==> config.mk <==
export PLATFORM = sky130hd
export DESIGN_NAME = fetch_stage_flat
export DESIGN_NICKNAME = d
export VERILOG_FILES = /design/src/rtl/fetch_stage_if.sv /design/src/rtl/fetch_stage.sv /design/src/flat_wrapper.sv
export SDC_FILE = /design/constraint.sdc
export NUM_CORES = 1
export LEC_CHECK = 0
export ABC_AREA = 0
export CORE_UTILIZATION = 41
export CTS_CLUSTER_SIZE = 10
export DETAILED_ROUTE_END_ITERATION = 6
export PLACE_DENSITY = 0.77
export SLEW_MARGIN = 25
export SYNTH_ARGS = -nofsm -noshare
export SYNTH_HDL_FRONTEND = slang
export SYNTH_SLANG_ARGS = --single-unit
==> constraint.sdc <==
create_clock -name clk -period 2 [get_ports clk]
set_clock_uncertainty 0.2 [all_clocks]
set_input_delay 0.3 -clock clk [delete_from_list [all_inputs] [get_ports clk]]
set_output_delay 0.3 -clock clk [all_outputs]
set_load 0.05 [all_outputs]
==> src/rtl/fetch_stage_if.sv <==
// Fetch-stage bundle: D-stage feedback, instruction-memory port and IF/ID outputs.
// FETCH_EXC_EN adds the fetch_fault flag.
interface fetch_stage_if #(
  parameter int IM_AW = 10
);
  logic             stall_F;
  logic [31:0]      npc;
  logic [1:0]       PCsrc;
  logic [IM_AW-1:0] im_addr;
  logic [31:0]      im_rdata;
  logic [31:0]      PC_F;
  logic [31:0]      PC_D;
  logic [31:0]      instr;
  logic [31:0]      fetch_cnt;
`ifdef FETCH_EXC_EN
  logic             fetch_fault;

  modport master (
    input  stall_F, npc, PCsrc, im_rdata,
    output im_addr, PC_F, PC_D, instr, fetch_cnt, fetch_fault
  );
  modport slave (
    output stall_F, npc, PCsrc, im_rdata,
    input  im_addr, PC_F, PC_D, instr, fetch_cnt, fetch_fault
  );
`else
  modport master (
    input  stall_F, npc, PCsrc, im_rdata,
    output im_addr, PC_F, PC_D, instr, fetch_cnt
  );
  modport slave (
    output stall_F, npc, PCsrc, im_rdata,
    input  im_addr, PC_F, PC_D, instr, fetch_cnt
  );
`endif
endinterface

==> src/rtl/fetch_stage.sv <==
// MIPS F stage: PC register, IM addressing and IF/ID register, one delay slot.
// FETCH_EXC_EN enables the fetch-fault checker (states RUN / FAULT).
module fetch_stage #(
  parameter logic [31:0] PC_RESET = 32'h0000_3000,
  parameter int          IM_AW    = 10
) (
  input  logic          clk,
  input  logic          reset,
  fetch_stage_if.master bus
);

  logic [31:0] pc_q, pc_d;
  logic [31:0] pcd_q, pcd_d;
  logic [31:0] instr_q, instr_d;
  logic [31:0] cnt_q, cnt_d;
  logic [31:0] pc_off;
  logic [31:0] next_pc;

  assign pc_off  = pc_q - PC_RESET;
  assign next_pc = (bus.PCsrc == 2'd1 || bus.PCsrc == 2'd2) ? bus.npc : pc_q + 32'd4;

  assign bus.im_addr   = pc_off[IM_AW+1:2];
  assign bus.PC_F      = pc_q;
  assign bus.PC_D      = pcd_q;
  assign bus.instr     = instr_q;
  assign bus.fetch_cnt = cnt_q;

`ifdef FETCH_EXC_EN
  // state | meaning
  // RUN   | normal fetch, PC checked every cycle
  // FAULT | bad PC seen; PC frozen, nops fed to D until reset
  typedef enum logic {RUN, FAULT} state_t;

  state_t state_q, state_d;
  logic   fault_q, fault_d;
  logic   fetch_bad;

  assign fetch_bad = (pc_q[1:0] != 2'b00) || (pc_q < PC_RESET) ||
                     ((pc_off >> (IM_AW + 2)) != 32'd0);
  assign bus.fetch_fault = fault_q;

  always_comb begin
    pc_d    = pc_q;
    pcd_d   = pcd_q;
    instr_d = instr_q;
    cnt_d   = cnt_q;
    state_d = state_q;
    fault_d = fault_q;
    case (state_q)
      RUN: begin
        if (!bus.stall_F) begin
          if (fetch_bad) begin
            pcd_d   = pc_q;
            instr_d = '0;
            fault_d = 1'b1;
            state_d = FAULT;
          end else begin
            pc_d    = next_pc;
            pcd_d   = pc_q;
            instr_d = bus.im_rdata;
            cnt_d   = cnt_q + 32'd1;
          end
        end
      end
      FAULT: begin
        instr_d = '0;
        fault_d = 1'b1;
      end
      default: state_d = RUN;
    endcase
  end

  always_ff @(posedge clk) begin
    if (reset) begin
      state_q <= RUN;
      fault_q <= 1'b0;
    end else begin
      state_q <= state_d;
      fault_q <= fault_d;
    end
  end
`else
  logic unused_pc_off;
  assign unused_pc_off = ^{pc_off[31:IM_AW+2], pc_off[1:0]};

  always_comb begin
    pc_d    = pc_q;
    pcd_d   = pcd_q;
    instr_d = instr_q;
    cnt_d   = cnt_q;
    if (!bus.stall_F) begin
      pc_d    = next_pc;
      pcd_d   = pc_q;
      instr_d = bus.im_rdata;
      cnt_d   = cnt_q + 32'd1;
    end
  end
`endif

  always_ff @(posedge clk) begin
    if (reset) begin
      pc_q    <= PC_RESET;
      pcd_q   <= PC_RESET;
      instr_q <= '0;
      cnt_q   <= '0;
    end else begin
      pc_q    <= pc_d;
      pcd_q   <= pcd_d;
      instr_q <= instr_d;
      cnt_q   <= cnt_d;
    end
  end

endmodule
==> src/flat_wrapper.sv <==
// flat-port wrapper written by rule: the top's interface ports become plain ports
module fetch_stage_flat 
#(
  parameter logic [31:0] PC_RESET = 32'h0000_3000,
  parameter int          IM_AW    = 10
)
  (clk, reset, bus_stall_F, bus_npc, bus_PCsrc, bus_im_rdata, bus_im_addr, bus_PC_F, bus_PC_D, bus_instr, bus_fetch_cnt);
  fetch_stage_if #(.IM_AW(IM_AW)) bus_i ();
  input  logic clk;
  input  logic reset;
  input wire logic [$bits(bus_i.stall_F)-1:0] bus_stall_F;
  input wire logic [$bits(bus_i.npc)-1:0] bus_npc;
  input wire logic [$bits(bus_i.PCsrc)-1:0] bus_PCsrc;
  input wire logic [$bits(bus_i.im_rdata)-1:0] bus_im_rdata;
  output wire logic [$bits(bus_i.im_addr)-1:0] bus_im_addr;
  output wire logic [$bits(bus_i.PC_F)-1:0] bus_PC_F;
  output wire logic [$bits(bus_i.PC_D)-1:0] bus_PC_D;
  output wire logic [$bits(bus_i.instr)-1:0] bus_instr;
  output wire logic [$bits(bus_i.fetch_cnt)-1:0] bus_fetch_cnt;
  assign bus_i.stall_F = bus_stall_F;
  assign bus_i.npc = bus_npc;
  assign bus_i.PCsrc = bus_PCsrc;
  assign bus_i.im_rdata = bus_im_rdata;
  assign bus_im_addr = bus_i.im_addr;
  assign bus_PC_F = bus_i.PC_F;
  assign bus_PC_D = bus_i.PC_D;
  assign bus_instr = bus_i.instr;
  assign bus_fetch_cnt = bus_i.fetch_cnt;
  fetch_stage #(.PC_RESET(PC_RESET), .IM_AW(IM_AW)) u_core (.clk(clk), .reset(reset), .bus(bus_i));
endmodule
* Yosys cells after proc, flatten, opt, wreduce, memory -nomap -nowiden
Cells that the tools add are included.
Word-level totals: register bits 128, input bits 69, output and inout bits 138, logic and storage cells 11
Cells by class: $add $sub $neg 3, equal/unequal tests 2, multiplexer cells 1, reductions and logical operators 1
Operators with widths (number):
- $add A32 B1 Y32 const B | 1
- $add A32 B3 Y32 const B | 1
- $mux W32 | 1
- $sub A12 B1 Y12 const B | 1
- $eq A2 B1 Y1 const B | 1
- $eq A2 B2 Y1 const B | 1
- $logic_or A1 B1 Y1 | 1

* Longest topological paths before layout
Gate-level depths: netlist of run 1.
depth after elaboration 3, mapped depth 7, depth with buffers taken out 6

* Worst setup path before layout of run 1
No wires, ideal clock.
path type register to register, start register u_core.pc_q[2], in the netlist u_core.bus.PC_F[2], end register u_core.pc_q[28], in the netlist u_core.bus.PC_F[28], setup time 0.063 ns, arrival 2.277 ns, required time 1.737 ns, slack -0.540 ns, cell stages (with the launch flop) 7, path buffers 0, period minus slack after synthesis 2.540 ns, path through dfxtp_1 > ha_1 > nand3_2 > nor3_4 > nand4_4 > or4_1 > nand3_1
On the way: longest elaborated chain between the ends 2
Ends and longest elaborated chain:
- start: declaration | RTL line fetch_stage.sv:12 | logic [31:0] pc_q, pc_d;
- start signal: assignment | RTL line fetch_stage.sv:107 | pc_q <= pc_d;
- $add A32 B3 Y32 | RTL line fetch_stage.sv:20 | assign next_pc = (bus.PCsrc == 2'd1 || bus.PCsrc == 2'd2) ? bus.npc : pc_q + 32'd4;
- $mux W32 | RTL line fetch_stage.sv:20
Every way passes these cells. A chain may end at the register's enable or synchronous reset.

* Final worst setup path of run 1
start register u_core.cnt_q[12], in the netlist u_core.bus.fetch_cnt[12], end register u_core.cnt_q[30], in the netlist u_core.bus.fetch_cnt[30]
On the way: longest elaborated chain between the ends 1
Ends and longest elaborated chain:
- start: declaration | RTL line fetch_stage.sv:15 | logic [31:0] cnt_q, cnt_d;
- start signal: assignment | RTL line fetch_stage.sv:110 | cnt_q <= cnt_d;
- $add A32 B1 Y32 | RTL line fetch_stage.sv:95 | cnt_d = cnt_q + 32'd1;
Every way passes these cells.

==> results.md, run 1 <==
- Yosys reg bits: 128
- Gate power share: 18.6%
- Hold WC Path Type: in -> reg
- Distinct cells, synth: 55
- Crit-path max cell delay: 0.37 ns
- Total grt overflow: 0
- Internal power: 4.98 mW
- Post-layout power: 7.03 mW
- DR top layer: met4
- Post-Synth XOR/XNOR Area: 4.38%
- Async SR Flop Fraction: 0%
- Adder-Cell Fraction of Synth Area: 0.431%
- Worst slew pin tran: 0.656 ns
- H-tree depth: 4
- Mapped Area: 0.00580 mm^2
- Psw: 2.05 mW
- Relative slew slack: 56.3%
- Crit path DAT: 2.04 ns
- Gpl congestion: 0.871
- Startpoint types: register
- Global-route wire length before repair: 26400 um
- Area grow syn2layout: 52.1%
- Pre-CTS WS: -0.264 ns
- Antenna violations before repair: 1
- Total vias in the final route: 5595
- Met3 wire length: 1230 um
- Status: completed
- Max Root-Sink Buffers: 2
- Final period utilization: 96.6%
- Area of the multi-input gates: 0.00310 mm^2
- DRT Pass-1 Iters: 4
- Chip Width: 121 um
- Die area: 0.0146 mm^2
- Maximum Capacitance Violations: 0
- Input/output buffers: 206
- Yosys warnings: 0
- Most common cell on crit path: nand4_1
- Post-Syn Nets: 737
- Largest family of logic cells by synthesized area: simple AND/OR/NAND/NOR gates
- Mean Syn Cell Area: 8.71 um^2
- TNS Setup: 0 ns
- Post-synthesis sequential area ratio: 44.2%
- CTS tree: done
- Crit-path slowest cell: dfxtp_4
- Fin. max-slew vios: 0
- Cts bufs inserted: 17
- GRT Total Usage: 22.8%
- Mapped Cells: 666
- Starting Density: 42.0%
- Post-synthesis mux area share: 11.5%
- Largest net degree at the start of global routing: 49
- # DRC: 0
- EDFF count, synth: 0
- Num Clock Sinks: 128
- I/O pin cnt: 207
- Die height: 121 um
- Dpl hpwl: 11600 um
- Min Clock Period, post-route: 1.93 ns
- Compound-Gate Fraction of Synth Area: 9.68%
- Vias in the first global route: 5448
- Final WL: 16400 um
- Endpoints failing hold: 0
- IR drop worst, VDD: 467 uV
- Root Buffer Master: clkbuf_16
- Worst-path cell chain: nand4_1 > nor4_4 > buf_4 > and3_4 > nand4_1 > mux2_2
- Register area: 0.00266 mm^2
- Row Count: 43
- Reg clk slew, reported paths: 0.06 ns
- 1st-iter DRT viols: 328
- Worst path top cell family by delay: simple AND/OR/NAND/NOR gates
- Sw Share: 29.2%
- Leak Pwr: 3.90 nW
- Layout fillers: 1167
- Routed vias/inst: 5.13
- Setup WS post-layout: 0.0674 ns
- CORE AREA: 0.0138 mm^2
- Primary FF master, synth: dfxtp_1
- Nets@finish: 967
- RSZ-0062 raised after global routing: yes
- Final ANT Viol Nets: 0
- Crit Path Max Fanout: 6
- Routed WL per cell: 15.0 um
- Critical path capture point type: register
- Critical path buffers and inverters: 1
- Final setup fails: 0
- F_max: 517 MHz
- Data required, critical path: 2.11 ns
- Sequential share of power: 39.4%
- Power Density: 797 mW/mm^2
- Clock Latency Late Sink: 0.42 ns
- DRT met1 WL: 7140 um
- Setup Crit Path Kind: reg -> reg
- Share of layout cells above drive strength 1: 26.8%
- Post-synthesis simple-gate area fraction: 25.3%
- Clock share of power: 42.0%
- Routed wire length on met2: 7660 um
-- synth_stat cells (3+ instances only) --
library cell / n / area share (%)
nor2_1: 132 / 8.5
dfxtp_1: 128 / 44
mux2i_1: 63 / 11
nand2_1: 41 / 2.7
a21oi_1: 28 / 2.4
clkbuf_1: 26 / 1.7
nand3_1: 23 / 2.0
nand4_1: 20 / 2.2
o21ai_0: 18 / 1.6
xnor2_1: 18 / 2.7
nor3_1: 17 / 1.5
and3_1: 12 / 1.3
buf_4: 11 / 1.4
nor2b_1: 11 / 1.2
nor4_1: 11 / 1.2
xor2_1: 11 / 1.7
a31oi_1: 8 / 0.86
buf_2: 8 / 0.69
inv_1: 6 / 0.39
and4_1: 5 / 0.75
or4_1: 4 / 0.52
a21o_1: 3 / 0.39
buf_1: 3 / 0.19
clkbuf_2: 3 / 0.26
mux2_2: 3 / 0.58
nand3b_1: 3 / 0.39
nor3_2: 3 / 0.52
o211ai_1: 3 / 0.39
o22ai_1: 3 / 0.32
o32a_1: 3 / 0.52
-- worst paths after layout --
check                                                            from                               endpoint  slack, ns  cells past startpoint
worst max-delay path            u_core.bus.fetch_cnt[12]$_SDFFE_PP0N_  u_core.bus.fetch_cnt[30]$_SDFFE_PP0N_       0.07                      6
worst min-delay path                                            reset        u_core.bus.PC_D[1]$_SDFFE_PP0N_       0.05                      2
worst max register to register  u_core.bus.fetch_cnt[12]$_SDFFE_PP0N_  u_core.bus.fetch_cnt[30]$_SDFFE_PP0N_       0.07                      6
worst min register to register       u_core.bus.PC_D[13]$_SDFFE_PP1N_       u_core.bus.PC_D[13]$_SDFFE_PP1N_       0.27                      2
-- what timing repair did --
action | in CTS | in global routing
buffers inserted | 0 | 1
endpoints found under the setup margin | 50 | 8
pin swaps | 0 | 5
resized for setup | 50 | 9
hold buffers | 0 | 0
-- per-layer routing --
metal / up-vias / track usage [%]
met5: - / 0
met2: 193 / 37.4
met3: 28 / 6.77
met4: 0 / 9.72
li1: 2806 / -
met1: 2568 / 27.8
-- cell type report --
| class | count | share of cell area [%] |
|---|---|---|
| clock inverters | 8 | 0.553 |
| clock buffers | 24 | 5.94 |
| repair buffers | 262 | 25.3 |
| flip-flops and latches | 128 | 30.2 |
| inverters | 6 | 0.255 |
| multi-input cells | 481 | 35.2 |
| diodes | 1 | 0.0284 |
| well taps | 180 | 2.55 |
-- flip-flops by register name, summed over array words and instances, names as in the netlist --
| register | flops |
|---|---|
| u_core.bus.PC_D | 32 |
| u_core.bus.fetch_cnt | 32 |
| u_core.bus.PC_F | 32 |
| u_core.bus.instr | 32 |
-- cells in the final DEF (no fill, tap or decap), types with 3 or more instances in the layout --
cell type,n
clkbuf_16,19
nor3_1,17
o21ai_0,18
dfxtp_2,20
and4_1,5
nor2b_1,11
clkbuf_8,3
or4_1,4
nor4_1,6
clkinv_2,5
mux2_2,3
o211ai_1,3
and3_1,10
nand2_1,41
xnor2_1,17
nand3_1,22
o22ai_1,3
nand4_1,20
xor2_1,10
nor3_2,3
dfxtp_1,88
mux2i_1,63
o32a_1,3
dfxtp_4,20
a21oi_1,28
nor2_1,132
inv_1,6
a31oi_1,8
buf_12,3
clkdlybuf4s50_1,65
nor4_2,3
buf_4,143
nand3b_1,3
a21o_1,3
dlygate4sd2_1,50
-- stage by stage --
step	cells	hold WS, ns	util [%]	instance area [um^2]
finish	1090	0.0540	63.8	8820
global route	1089	0.0581	63.8	8820
CTS	1088	0.0420	63.5	8780
detailed placement	1056	0.258	59.8	8270
global placement	1056	0.254	59.8	8270
floorplan	666	0.233	-	6010
-- cell families (layout without fill, tap and decap cells) --
family          after synthesis  in the layout
simple gates                297            297
flops                       128            128
compound gates               87             87
mux                          66             66
buf+inv                      57            300
xor+xnor                     29             29
fa+ha+maj                     2              2
other cells                   0              1
-- power by group through the flow --
stage | logic, mW | registers [mW] | clock network (mW)
4_1_cts | 1.31 | 2.77 | 3.01
6_report | 1.31 | 2.77 | 2.95
2_1_floorplan | 0.441 | 3.20 | 0
3_5_place_dp | 1.33 | 2.83 | 0
5_1_grt | 1.39 | 2.78 | 3.14
3_3_place_gp | 1.33 | 2.82 | 0
No activity file was read; power rests on OpenSTA's default activity.
==> run 2, diff against run 1 <==
--- a/config.mk
+++ b/config.mk
@@ -6,6 +6,7 @@
 export NUM_CORES = 1
 export LEC_CHECK = 0
 export ABC_AREA = 0
+export ABC_CLOCK_PERIOD_IN_PS = 2000
 export CORE_UTILIZATION = 41
 export CTS_CLUSTER_SIZE = 10
 export DETAILED_ROUTE_END_ITERATION = 6
==> results of run 2 <==
The final DEF is identical to that of run 1; final timing and power are the same.
